<file path="src/rtl/gray_count_ctrl_if.sv">
// Command and status bundle for the Gray-code count controller.
// The master drives the commands and observes the count; the slave is the controller.
interface gray_count_ctrl_if #(
    parameter int unsigned N = 4
);
    logic         tick;
    logic         start;
    logic         stop;
    logic         step;
    logic         clear;
    logic         load;
    logic [N-1:0] load_val;
    logic         dir;
    logic         wrap_en;

    logic [N-1:0] gray;
    logic [N-1:0] bin;
    logic [1:0]   state;
    logic         running;
    logic         term;

    modport master (
        output tick, start, stop, step, clear, load, load_val, dir, wrap_en,
        input  gray, bin, state, running, term
    );

    modport slave (
        input  tick, start, stop, step, clear, load, load_val, dir, wrap_en,
        output gray, bin, state, running, term
    );
endinterface

</file>
<file path="src/rtl/gray_count_ctrl.sv">
// Tick-driven up/down counter with run/pause/single-step control.
// Binary and Gray views of the count are registered together so they
// always agree; term flags the cycle after a wrap or saturation.
module gray_count_ctrl #(
    parameter int unsigned N = 4
) (
    input  logic              clk,
    input  logic              rst,
    gray_count_ctrl_if.slave  bus
);

    typedef enum logic [1:0] {
        S_IDLE  = 2'b00,
        S_RUN   = 2'b01,
        S_PAUSE = 2'b10,
        S_STEP  = 2'b11
    } state_t;

    state_t       st_r;
    logic [N-1:0] bin_r;
    logic [N-1:0] gray_r;
    logic         running_r;
    logic         term_r;

    logic [N-1:0] adv_val;
    logic         adv_hit;
    logic         adv_ok;

    function automatic logic [N-1:0] to_gray(input logic [N-1:0] b);
        return b ^ (b >> 1);
    endfunction

    // Candidate next count for a tick, and whether that tick crosses the boundary.
    always_comb begin
        adv_val = bus.dir ? (bin_r + N'(1)) : (bin_r - N'(1));
        adv_hit = bus.dir ? (bin_r == '1) : (bin_r == '0);
        adv_ok  = bus.tick && ((st_r == S_RUN) || (st_r == S_STEP));
    end

    // Control FSM and count registers; commands are strictly prioritised
    // clear > load > stop > start > step, and a tick only acts when no
    // command has claimed the cycle.
    always_ff @(posedge clk or posedge rst) begin
        if (rst) begin
            st_r      <= S_IDLE;
            bin_r     <= '0;
            gray_r    <= '0;
            running_r <= 1'b0;
            term_r    <= 1'b0;
        end else begin
            term_r <= 1'b0;
            if (bus.clear) begin
                st_r      <= S_IDLE;
                running_r <= 1'b0;
                bin_r     <= '0;
                gray_r    <= '0;
            end else if (bus.load) begin
                bin_r  <= bus.load_val;
                gray_r <= to_gray(bus.load_val);
            end else if (bus.stop && ((st_r == S_RUN) || (st_r == S_STEP))) begin
                st_r      <= S_PAUSE;
                running_r <= 1'b0;
            end else if (bus.stop) begin
                // stop in IDLE or PAUSE is a no-op, but still outranks start/step
                st_r <= st_r;
            end else if (bus.start && (st_r != S_RUN)) begin
                st_r      <= S_RUN;
                running_r <= 1'b1;
            end else if (bus.step && ((st_r == S_IDLE) || (st_r == S_PAUSE))) begin
                st_r      <= S_STEP;
                running_r <= 1'b1;
            end else if (adv_ok) begin
                // start held in RUN or step seen in RUN/STEP falls through to here,
                // so a level-held start never blocks counting
                term_r <= adv_hit;
                if (adv_hit && !bus.wrap_en) begin
                    st_r      <= S_PAUSE;
                    running_r <= 1'b0;
                end else begin
                    bin_r  <= adv_val;
                    gray_r <= to_gray(adv_val);
                    if (st_r == S_STEP) begin
                        st_r      <= S_PAUSE;
                        running_r <= 1'b0;
                    end
                end
            end
        end
    end

    // Registered status onto the bus.
    always_comb begin
        bus.bin     = bin_r;
        bus.gray    = gray_r;
        bus.state   = st_r;
        bus.running = running_r;
        bus.term    = term_r;
    end

endmodule
</file>
<file path="src/flat_wrapper.sv">
// flat-port wrapper written by rule: the top's interface ports become plain ports
module gray_count_ctrl_flat 
#(
    parameter int unsigned N = 4
)
  (clk, rst, bus_tick, bus_start, bus_stop, bus_step, bus_clear, bus_load, bus_load_val, bus_dir, bus_wrap_en, bus_gray, bus_bin, bus_state, bus_running, bus_term);
  gray_count_ctrl_if #(.N(N)) bus_i ();
  input  logic clk;
  input  logic rst;
  input wire logic [$bits(bus_i.tick)-1:0] bus_tick;
  input wire logic [$bits(bus_i.start)-1:0] bus_start;
  input wire logic [$bits(bus_i.stop)-1:0] bus_stop;
  input wire logic [$bits(bus_i.step)-1:0] bus_step;
  input wire logic [$bits(bus_i.clear)-1:0] bus_clear;
  input wire logic [$bits(bus_i.load)-1:0] bus_load;
  input wire logic [$bits(bus_i.load_val)-1:0] bus_load_val;
  input wire logic [$bits(bus_i.dir)-1:0] bus_dir;
  input wire logic [$bits(bus_i.wrap_en)-1:0] bus_wrap_en;
  output wire logic [$bits(bus_i.gray)-1:0] bus_gray;
  output wire logic [$bits(bus_i.bin)-1:0] bus_bin;
  output wire logic [$bits(bus_i.state)-1:0] bus_state;
  output wire logic [$bits(bus_i.running)-1:0] bus_running;
  output wire logic [$bits(bus_i.term)-1:0] bus_term;
  assign bus_i.tick = bus_tick;
  assign bus_i.start = bus_start;
  assign bus_i.stop = bus_stop;
  assign bus_i.step = bus_step;
  assign bus_i.clear = bus_clear;
  assign bus_i.load = bus_load;
  assign bus_i.load_val = bus_load_val;
  assign bus_i.dir = bus_dir;
  assign bus_i.wrap_en = bus_wrap_en;
  assign bus_gray = bus_i.gray;
  assign bus_bin = bus_i.bin;
  assign bus_state = bus_i.state;
  assign bus_running = bus_i.running;
  assign bus_term = bus_i.term;
  gray_count_ctrl #(.N(N)) u_core (.clk(clk), .rst(rst), .bus(bus_i));
endmodule
</file>
<file path="config.mk">
export PLATFORM = sky130hd
export DESIGN_NAME = gray_count_ctrl_flat
export DESIGN_NICKNAME = d
export VERILOG_FILES = /design/src/rtl/gray_count_ctrl_if.sv /design/src/rtl/gray_count_ctrl.sv /design/src/flat_wrapper.sv
export SDC_FILE = /design/constraint.sdc
export NUM_CORES = 1
export LEC_CHECK = 0
export ABC_AREA = 1
export BUFFER_PORTS_ARGS = -buffer_cell sky130_fd_sc_hd__buf_2
export CORE_MARGIN = 4
export CORE_UTILIZATION = 40
export CTS_CLUSTER_SIZE = 40
export DETAILED_ROUTE_END_ITERATION = 12
export SLEW_MARGIN = 25
export SYNTH_ARGS = -nofsm -noshare
export SYNTH_HDL_FRONTEND = slang
export SYNTH_SLANG_ARGS = --single-unit
</file>
<file path="constraint.sdc">
create_clock -name clk -period 3.17 [get_ports clk]
set_input_delay 0.634 -clock clk [delete_from_list [all_inputs] [get_ports clk]]
set_output_delay 0.634 -clock clk [all_outputs]
set_load 0.01 [all_outputs]
</file>
After elaboration in Yosys (flattened, before gate mapping)
Index checks and enable logic that the tools add are counted. Widths: inputs -> output; s select.

Bits in registers: 12. Input port bits: 14. Logic and storage cells: 79.

$add $sub $neg: 2. Equal/unequal tests: 12. Multiplexer cells: 43. Bitwise operators: 2. Reductions and logical operators: 15.

Operators by type and width (count): $mux 4 (17); $mux 2 (9); $mux 1 (17); $ne 3x3->1 const B (4); $xor 4x3->4 (2); $ne 3x1->1 const B (2); $reduce_and 6->1 (1); $reduce_bool 6->1 (1); $logic_and 1x1->1 (5); $reduce_bool 5->1 (1); $add 4x1->4 const B (1); $eq 2x2->1 const B (2); $eq 4x4->1 const B (1); $logic_not 4->1 (1); $reduce_and 4->1 (1); $sub 4x1->4 const B (1); $reduce_bool 3->1 (1); $eq 2x1->1 const B (1); $logic_not 2->1 (1); $logic_or 1x1->1 (2); $ne 2x1->1 const B (1); $ne 2x2->1 const B (1); $logic_not 1->1 (1).

Logic depth before layout (Yosys ltp)
Gate-level depths: netlist of run 1.

Depth in word-level cells: 11. Gate-level depth with buffers: 11. Gate-level depth less buffers: 11.

Worst setup path before layout of run 1
Ideal clock, no wire load.

Path kind: input to register. Start: input bus_dir. End: register u_core.gray_r[1] (netlist: u_core.bus.gray[1]). Setup time: 0.118 ns. Arrival time: 1.572 ns. Required time: 3.052 ns. Path slack: 1.481 ns. Cell stages on the path: 6. Path buffers: 0. Cell sequence: fa_1 > xnor2_1 > xor2_1 > o21ai_0 > nand2_1 > nand2_1.

Word-level cells in the longest chain between the ends: 10. Elaborated cells between the ends (all ways): 14.

Ends and longest elaborated chain: start, declared (RTL line flat_wrapper.sv:17) `input wire logic [$bits(bus_i.dir)-1:0] bus_dir;`; $mux 4 (RTL line gray_count_ctrl.sv:35) `adv_val = bus.dir ? (bin_r + N'(1)) : (bin_r - N'(1));`; $xor 4x3->4 (RTL line gray_count_ctrl.sv:30) `return b ^ (b >> 1);`; $mux 4 (RTL line gray_count_ctrl.sv:76) `if (adv_hit && !bus.wrap_en) begin`; $mux 4 (RTL line gray_count_ctrl.sv:72) `end else if (adv_ok) begin`; $mux 4 (RTL line gray_count_ctrl.sv:69) `end else if (bus.step && ((st_r == S_IDLE) || (st_r == S_PAUSE))) begin`; $mux 4 (RTL line gray_count_ctrl.sv:66) `end else if (bus.start && (st_r != S_RUN)) begin`; $mux 4 (RTL line gray_count_ctrl.sv:63) `end else if (bus.stop) begin`; $mux 4 (RTL line gray_count_ctrl.sv:60) `end else if (bus.stop && ((st_r == S_RUN) || (st_r == S_STEP))) begin`; $mux 4 (RTL line gray_count_ctrl.sv:57) `end else if (bus.load) begin`; $mux 4 (RTL line gray_count_ctrl.sv:52) `if (bus.clear) begin`; end signal, assigned (RTL line gray_count_ctrl.sv:59) `gray_r <= to_gray(bus.load_val);`; end signal, assigned (RTL line gray_count_ctrl.sv:81) `gray_r <= to_gray(adv_val);`; end, declared (RTL line gray_count_ctrl.sv:21) `logic [N-1:0] gray_r;`.

Several ways; a longest one is shown, not always the timed one. The select of a mux whose other input is x is not followed. A chain may end at the register's enable or synchronous reset.

Final worst setup path of run 1
Start: register u_core.bin_r[0] (netlist: u_core.bus.bin[0]). End: register u_core.gray_r[2] (netlist: u_core.bus.gray[2]).

Word-level cells in the longest chain between the ends: 11. Elaborated cells between the ends (all ways): 18.

Ends and longest elaborated chain: start, declared (RTL line gray_count_ctrl.sv:20) `logic [N-1:0] bin_r;`; start signal, assigned (RTL line gray_count_ctrl.sv:58) `bin_r <= bus.load_val;`; start signal, assigned (RTL line gray_count_ctrl.sv:80) `bin_r <= adv_val;`; $sub 4x1->4 or $add 4x1->4 (tied branches) (RTL line gray_count_ctrl.sv:35); $mux 4 (RTL line gray_count_ctrl.sv:35); $xor 4x3->4 (RTL line gray_count_ctrl.sv:30); $mux 4 (RTL line gray_count_ctrl.sv:76); $mux 4 (RTL line gray_count_ctrl.sv:72); $mux 4 (RTL line gray_count_ctrl.sv:69); $mux 4 (RTL line gray_count_ctrl.sv:66); $mux 4 (RTL line gray_count_ctrl.sv:63); $mux 4 (RTL line gray_count_ctrl.sv:60); $mux 4 (RTL line gray_count_ctrl.sv:57); $mux 4 (RTL line gray_count_ctrl.sv:52).

Several ways; a longest one is shown, not always the timed one. The select of a mux whose other input is x is not followed.

==> results.cfg, run 1 <==
[status]
outcome = finished clean

[setup_path]
path_class = reg -> reg
reg2reg_to = u_core.bus.gray[2]
worstPathRequired_ps = 3330
worstPathMaxFanout = 6
path_cells = inv_2, fa_1, xnor2_1, inv_1, nand2_1, nand3_1, nand3b_1, nand2_1
end_kind = register
crit_top_cell = nand2_1
cp_slowest_stage_delay_ps = 450
r2r_start = u_core.bus.bin[0]
regToRegSetupSlack_ps = 1400
worst_ep_arrival_time_ps = 1940
cp_slowest_cell = dfrtp_1
r2r_cells = 8
startpoint_type = register

[clocking]
htreeDepth = 1
numClockSinks = 11
cts_tree = built
cts_resized = 0
cts_setup_buffers = 0
clk_path_buf_depth = 2
cts_root_buf = clkbuf_4
worst_skew_pair.late_latency_ps = 270
numCtsBuffers = 3
clk_pin_slew_ps = 70
ctsHoldBuffers = 0

[floorplanning]
io_pins = 26
fp.dieW_um = 54.1
die_h_um = 54.1
fp.coreArea_um2 = 1980
initial_core_util_pct = 42.9
die-area_um2 = 2930
num_rows = 16

[sta]
fin_crit_sh_pct = 56.0
rsz0062_at_grt = false
final_hold_viol_count = 0
slew_viol_final = 0
clock_skew_ps = 2.02
max_freq_mhz = 563
hold_ws_ps = 349
setup_viol = 0
tightestPinTransition_ps = 439
relSlewSlack_pct = 70.7
fin_crit_ps = 1770
tns_ps = 0

[grt]
grt.total_usage_pct = 15.7
grt_start_max_net_pins = 12
grt_pass1_wl_um = 3310
grt_overflow = 0
antenna_found_initial = 0
grt_pass1_vias = 825

[finish]
layout.nets = 174
n_antenna_cell = 0
drive_gt1_share_pct = 23.7
nFillCells = 216
syn_to_final_growth_pct = 20.9
fin_util_pct = 51.8
final_cells = 183

[placement]
dp_hpwl_um = 1650
io_buffers = 25
place_inst = 179
gp_congestion = 0.792

[logic_synthesis]
synth_area_leaders = dfrtp_1, nand2_1, inv_1
synth_top_area_cell = dfrtp_1
avgSynthCellArea_um2 = 6.64
yosys_warnings = 0
ys_seq_area_share_pct = 32.4
netlist.area_leader.share_pct = 32.4
ys_ff_latch = 11
synthDistinctLibCells = 23
syn_inst = 128
syn_nets = 145
syn_area_um2 = 850

[routing]
initialDrtViolationCount = 14
avgRoutedWirePerCell_um = 10.9
drcViolationCount = 0
vias_per_cell = 4.69
vias = 858
routed_wirelength_um = 2000
drtAntennaViolNets = 0
first_pass_iters = 4

[power_and_ir_drop]
p_per_area_nw_per_um2 = 463
max-vdd-ir-drop_v = 0.000204
power.leakage_nw = 0.615

[flow_run]
cap_violations = 0

[hold_path]
hold_path_class = in -> async
==> through the flow <==
step | worst slack [ps] | cell area (µm²) | power (mW)
after CTS | 1380 | 1030 | 0.481
after floorplan | 1480 | 850 | 0.321
final | 1400 | 1030 | 0.475
after global routing | 1150 | 1030 | 0.517
after global placement | 1260 | 1000 | 0.379
after detailed placement | 1230 | 1000 | 0.383
==> where the power goes <==
part / total [mW] / leakage (nW) / internal (mW) / switching [mW]
Sequential: 0.186 / 0.143 / 0.163 / 0.0234
Combinational: 0.192 / 0.457 / 0.0765 / 0.115
Clock: 0.0974 / 0.0150 / 0.0487 / 0.0487
Total: 0.475 / 0.615 / 0.288 / 0.187
==> state kept, by name (all words and copies together), names as in the netlist <==
register            flops
u_core.bus.gray         4
u_core.bus.term         1
u_core.bus.bin          3
u_core.bus.state        2
u_core.bus.running      1
==> synthesized netlist by cell type <==
cell,instances
ha_1,2
nand2_1,42
nand3b_4,1
dfrtp_1,11
nor2_1,11
inv_2,2
nand2_2,4
xor2_1,1
o22ai_1,2
clkinv_1,1
xnor2_1,2
nand4_1,1
a21oi_1,2
fa_1,1
o21ai_1,2
buf_4,1
nand2_4,1
nand3_1,13
o21ai_2,1
inv_1,19
o21ai_0,6
o31ai_1,1
nand3b_1,1
==> routing by layer <==
layer	track usage (%)	vias to the layer above	wire, µm
li1	-	456	-
met1	18.3	380	904
met2	28.2	19	992
met3	1.66	3	83
met4	7.47	0	23
met5	0	-	0
==> area by class of cell <==
class / count / area, µm² / share of cell area, %
tap: 27 / 33.8 / 3.29
timing repair buffer: 25 / 125 / 12.2
inverter: 22 / 82.6 / 8.04
sequential: 11 / 275 / 26.8
multi-input combinational: 94 / 484 / 47.1
clock buffer: 4 / 26.3 / 2.56
==> cells in the final DEF (no fill, tap or decap), types with 2 or more instances in the layout <==
cell type / Yosys / routed
inv_1: 19 / 19
nand2_1: 42 / 42
o21ai_0: 6 / 6
dfrtp_1: 11 / 11
ha_1: 2 / 2
clkbuf_4: 0 / 3
o21ai_1: 2 / 2
nor2_1: 11 / 11
nand3_1: 13 / 13
a21oi_1: 2 / 2
buf_2: 0 / 25
nand2_2: 4 / 4
xnor2_1: 2 / 2
o22ai_1: 2 / 2
inv_2: 2 / 2
==> worst max-delay path, delay by kind of cell, from the launching register on <==
| family | cells | cell delay (ps) |
|---|---|---|
| xor gates and xnor gates | 1 | 310 |
| adders and majority gates | 1 | 430 |
| buffers and inverters | 2 | 210 |
| DFF | 1 | 450 |
| and+or+nand+nor | 4 | 270 |
==> kinds of logic after synthesis <==
kind of cell / synth area share, %
adders and majority gates: 5.30
and+or+nand+nor: 39.3
buffers and inverters: 10.6
DFF: 32.4
xor gates and xnor gates: 3.09
AOI/OAI and AO/OA: 9.28
==> how the worst max path moves through the flow <==
| stage | endpoint | start | slack, ps | cells past startpoint |
|---|---|---|---|---|
| floorplan | u_core.bus.gray[1] | bus_dir | 1480 | 6 |
| global placement | u_core.bus.gray[2] | bus_dir | 1260 | 8 |
| detailed placement | u_core.bus.gray[1] | bus_dir | 1230 | 8 |
| CTS | u_core.bus.gray[1] | u_core.bus.bin[0] | 1380 | 7 |
| global route | u_core.bus.gray[2] | u_core.bus.bin[0] | 1150 | 8 |
| finish | u_core.bus.gray[2] | u_core.bus.bin[0] | 1400 | 8 |
(Power assumes the default switching activity.)
==> inputs of run 2 (changes only) <==
- ABC_AREA: 1 -> 0
- PLACE_DENSITY: not set -> 0.67
- clock period: 3.17 -> 1.5 ns (I/O delays scaled with it)
==> run 2 against run 1 <==
The run now ends with setup timing left; sequential cell count is the same; hold slack lost 340 ps; non-clock buffer count grew 25; synthesized area grew 6.0%; sequential share of layout area shrank 6.7 points; clock skew grew 0.87 ps; core utilization grew 16 points; combinational power grew 120%; first-iteration DRC count grew 57%; via count grew 13%.
==> results.cfg, run 2 <==
[status]
outcome = complete, but fails checks
violations = setup timing

[clocking]
clk_pin_slew_ps = 80
ctsHoldBuffers = 0
clk_path_buf_depth = 2
htreeDepth = 1
worst_skew_pair.late_latency_ps = 270
numClockSinks = 11
cts_root_buf = clkbuf_4
numCtsBuffers = 3
cts_tree = built

[setup_path]
r2r_start = u_core.bus.bin[1]
regToRegSetupSlack_ps = -150
reg2reg_to = u_core.bus.gray[2]
worstPathMaxFanout = 5
worstPathRequired_ps = 1700
worst_ep_arrival_time_ps = 1840
r2r_cells = 6
path_class = reg -> reg
end_kind = register
startpoint_type = register

[sta]
fin_crit_ps = 1650
max_freq_mhz = 607
setup_viol = 10
fin_crit_sh_pct = 110
tns_ps = -1000
final_hold_viol_count = 0
hold_ws_ps = 13.1
relSlewSlack_pct = 69.7
setup_slack_ps = -149
rsz0062_at_grt = true
clock_skew_ps = 2.90
tightestPinTransition_ps = 454
slew_viol_final = 0

[finish]
largest_register_ffs = 4
fin_util_pct = 67.9
drive_gt1_share_pct = 51.3
nFillCells = 169
layout_common_cells = buf_2, buf_4, nor2_1, dfrtp_1, o21ai_0
layout.nets = 170
n_antenna_cell = 0
syn_to_final_growth_pct = 53.9
final_common_cell = buf_2

[logic_synthesis]
netlist.area_leader.share_pct = 30.6
async_flop_share_pct = 100
synthFlopType = dfrtp_1
avgSynthCellArea_um2 = 8.83
synth_area_leaders = dfrtp_1, o21ai_0, nor2_1
syn_nets = 119
ys_seq_area_share_pct = 30.6
yosys-top-cells-count = dfrtp_1, nor2_1, o21ai_0
yosysMostFrequentCell = dfrtp_1
synth_edf_count = 0
syn_area_um2 = 901
yosys_warnings = 0
syn_inst = 102
synth_top_area_cell = dfrtp_1
ys_ff_latch = 11
synthDistinctLibCells = 34

[routing]
first_pass_iters = 5
vias_per_cell = 5.42
avgRoutedWirePerCell_um = 15.4
drtAntennaViolNets = 0
vias = 971
routed_wirelength_um = 2750
initialDrtViolationCount = 22
drcViolationCount = 0

[grt]
grt_pass1_wl_um = 4310
grt_start_max_net_pins = 13
grt_overflow = 0
grt_pass1_vias = 924
antenna_found_initial = 0
grt.total_usage_pct = 16.9

[hold_path]
hold_path_class = in -> async

[placement]
gp_congestion = 0.845
io_buffers = 25
dp_hpwl_um = 2050

[floorplanning]
die_h_um = 55.5
fp.coreArea_um2 = 2040
die-area_um2 = 3080
initial_core_util_pct = 44.1
io_pins = 26
num_rows = 16
fp.dieW_um = 55.5

[power_and_ir_drop]
max-vdd-ir-drop_v = 0.000522
power.leakage_nw = 0.666
p_per_area_nw_per_um2 = 700

[flow_run]
cap_violations = 0
-- run 2: changes by cell type after synthesis, moves of 3 or more --
cell / before / now
a31oi_1: 0 / 4
clkbuf_1: 0 / 3
inv_1: 19 / 8
nand2_1: 42 / 6
nand2_2: 4 / 0
nand3_1: 13 / 7
nor2b_1: 0 / 4
o21ai_0: 6 / 10
xor2_1: 1 / 4
-- run 2: power breakdown --
group	switching, mW	internal, mW	total (mW)
Sequential	0.0227	0.319	0.341
Clock	0.116	0.0987	0.215
Combinational	0.199	0.215	0.414
Total	0.338	0.633	0.971
-- run 2: layout make-up --
class | instances | area [µm²] | share of cell area, %
Inverter | 8 | 30.0 | 2.17
Sequential cell | 11 | 279 | 20.1
Clock buffer | 3 | 22.5 | 1.62
Timing Repair Buffer | 50 | 333 | 24.0
Multi-Input combinational cell | 79 | 683 | 49.3
Tap cell | 27 | 33.8 | 2.44
Clock inverter | 1 | 5.00 | 0.361
-- run 2: how the worst max path moves through the flow --
stage | from | end | slack [ps] | cells past startpoint
final | u_core.bus.bin[1] | u_core.bus.gray[2] | -150 | 6
after global routing | u_core.bus.bin[1] | u_core.bus.gray[2] | -230 | 6
after CTS | u_core.bus.bin[1] | u_core.bus.gray[2] | -140 | 6
after detailed placement | bus_dir | u_core.bus.gray[3] | -330 | 7
after global placement | bus_dir | u_core.bus.gray[3] | -230 | 7
after floorplan | u_core.bus.bin[0] | u_core.bus.gray[2] | -140 | 6
-- run 2: per-layer routing --
layer  share of wire [%]  wire length, µm  global-route usage (%)  vias to the layer above
met5                   0                0                       0                        -
met4                0.40               11                    3.13                        0
met3                 3.6               99                    2.33                        2
met2                  49             1360                    27.7                       21
met1                  46             1280                    23.8                      466
li1                    -                -                       -                      482
-- run 2: per-stage QoR --
step                      total power [mW]  instances  instance area (µm²)  setup WS [ps]
after floorplan                      0.551        102                  938           -141
after global placement               0.698        170                 1240           -231
after detailed placement             0.702        170                 1240           -334
after CTS                            0.948        178                 1330           -140
after global routing                  1.03        179                 1390           -234
final                                0.971        179                 1390           -149
-- run 2: logic make-up (layout without fill, tap and decap cells) --
family	count (synthesis)	count (layout)	share of synthesized area, %
compound gates	36	36	31.0
simple gates	32	32	18.8
buf+inv	12	62	5.42
flops	11	11	30.6
xor+xnor	8	8	9.31
fa+ha+maj	3	3	5.00
-- run 2: critical path: stages, from the launching register on --
cell      delay (ps)
dfrtp_2          430
inv_2             70
fa_2             370
xnor2_2          150
xnor2_1          170
xnor3_1          220
o211ai_1         160
-- run 2: repair_timing --
item,in CTS,in global routing
resized for setup,8,7
setup buffers,4,2
pin swaps,12,6
setup endpoints to repair,11,11
==> inputs of run 3 (changes only) <==
- ABC_AREA: 0 -> 1
==> run 3 against run 2 <==
The run still ends with setup timing left; critical path depth up 1; final cell count is 6.1% higher; combinational power grew 18%; first-iteration DRC count is 14% lower; die area is 4.9% lower; sequential power grew 14%; wire length fell by 23%; maximum frequency up 8.8%; hold slack worse by 1.1 ps; sequential share of layout area rose by 4.3 points; critical path type unchanged.
==> results.cfg, run 3 (synthesis results as in run 1) <==
[grt]
met1_usage_pct = 19.2
grt.busiest_layer = met2
use_met3_pct = 5.82
grt_pass1_wl_um = 3550
grt_start_max_net_pins = 12
grt_use_met2_pct = 30.2
grt_pass1_vias = 883
antenna_found_initial = 0
grt.total_usage_pct = 16.9
grt_overflow = 0

[sta]
setup_slack_ps = -15.7
final_hold_viol_count = 0
fin_crit_sh_pct = 101
tightestPinTransition_ps = 449
fin_crit_ps = 1520
max_freq_mhz = 660
rsz0062_at_grt = true
hold_ws_ps = 11.9
relSlewSlack_pct = 70.0
tns_ps = -15.7
slew_viol_final = 0
clock_skew_ps = 2.60
setup_viol = 1

[routing]
initialDrtViolationCount = 19
drcViolationCount = 0
avgRoutedWirePerCell_um = 11.2
vias = 920
first_pass_iters = 4
routed_wirelength_um = 2120
drtAntennaViolNets = 0
vias_per_cell = 4.84

[status]
violations = setup timing
outcome = complete, but fails checks

[hold_path]
hold_path_class = in -> async

[clocking]
cts_root_buf = clkbuf_4
worst_skew_pair.late_latency_ps = 280
numCtsBuffers = 3
ctsHoldBuffers = 0
clk_pin_slew_ps = 80
clk_path_buf_depth = 2
cts_tree = built
htreeDepth = 1
numClockSinks = 11

[floorplanning]
io_pins = 26
initial_core_util_pct = 42.9
fp.dieW_um = 54.1
num_rows = 16
die_h_um = 54.1
fp.coreArea_um2 = 1980
die-area_um2 = 2930

[setup_path]
critical_path_buf_inv_count = 1
crit_family = adder cells
cp_slowest_stage_delay_ps = 410
startpoint_type = register
path_cells = inv_2, fa_2, xnor2_4, xor2_1, o21ai_0, nand2_1, nand2_1
worst_ep_arrival_time_ps = 1690
crit_top_cell = nand2_1
cp_slowest_cell = fa_2
path_class = reg -> reg
worstPathRequired_ps = 1670
worstPathMaxFanout = 3
end_kind = register

[finish]
final_common_cell = nand2_1
final_cells = 190
largest_register_ffs = 4
seq_area_um2 = 277
syn_to_final_growth_pct = 33.1
n_antenna_cell = 0
layout.nets = 181
design_area_um2 = 1130
layout_common_cells = nand2_1, buf_2, inv_1, nand3_1, nor2_1
multi_input_area_um2 = 531
nFillCells = 188
drive_gt1_share_pct = 30.7

[placement]
dp_hpwl_um = 1630
io_buffers = 25
gp_congestion = 0.778
placed_cell_area_um2 = 1060
place_inst = 185

[power_and_ir_drop]
max-vdd-ir-drop_v = 0.000709
p_per_area_nw_per_um2 = 967
power.leakage_nw = 0.654

[flow_run]
cap_violations = 0
-- run 3: cell count changes in the layout (fill, tap and decap cells not counted), sizes merged, moves of 3 or more --
| cell | delta |
|---|---|
| a2111oi | -3 |
| a31oi | -4 |
| buf | -18 |
| inv | +13 |
| nand2 | +41 |
| nand3 | +6 |
| nor2b | -4 |
| xor2 | -3 |
-- run 3: report_power, final --
part           switching, mW  internal [mW]  leakage, nW
Sequential            0.0440          0.345        0.142
Clock                  0.111          0.103       0.0150
Combinational          0.272          0.218        0.497
-- run 3: layout make-up --
cell class	count	area share (%)
tap	27	2.99
inverter	22	7.30
timing repair buffer	32	16.0
multi-input combinational	94	46.9
sequential	11	24.4
clock buffer	4	2.32
-- run 3: worst paths after layout --
| path | startpoint | to | slack [ps] | cells past startpoint |
|---|---|---|---|---|
| setup reg to reg | u_core.bus.bin[1] | u_core.bus.gray[1] | -20 | 7 |
| setup / recovery | u_core.bus.bin[1] | u_core.bus.gray[1] | -20 | 7 |
| hold reg to reg | u_core.bus.running | u_core.bus.running | 470 | 2 |
| hold / removal | rst | u_core.bus.term | 10 | 2 |
| min in group clk | bus_start | u_core.bus.term | 330 | 4 |
| max in group asynchronous | rst | u_core.bus.bin[0] | 1150 | 2 |
-- run 3: repair_timing --
action	4_1_cts	5_1_grt
resized for setup	2	4
pin swaps	1	5
setup endpoints to repair	3	10
setup buffers	0	1
-- run 3: per-stage QoR --
step | total power [mW] | utilization, % | setup WS, ps
floorplan | 0.692 | - | 3.80
detailed placement | 0.848 | 53.3 | -56.8
finish | 1.09 | 57.1 | -15.7
global route | 1.19 | 57.1 | -127
CTS | 1.07 | 55.3 | 1.31
global placement | 0.837 | 53.3 | -29.3
-- run 3: routing by layer --
metal,vias to the layer above,part of all wire (%)
li1,470,-
met5,-,0
met1,420,42
met4,0,0.80
met3,4,5.9
met2,26,51
-- run 3: worst register-to-register path: stages (launching register included) --
cell     delay, ps
dfrtp_1        400
inv_2           60
fa_2           410
xnor2_4        180
xor2_1         160
o21ai_0         90
nand2_1         60
nand2_1         40
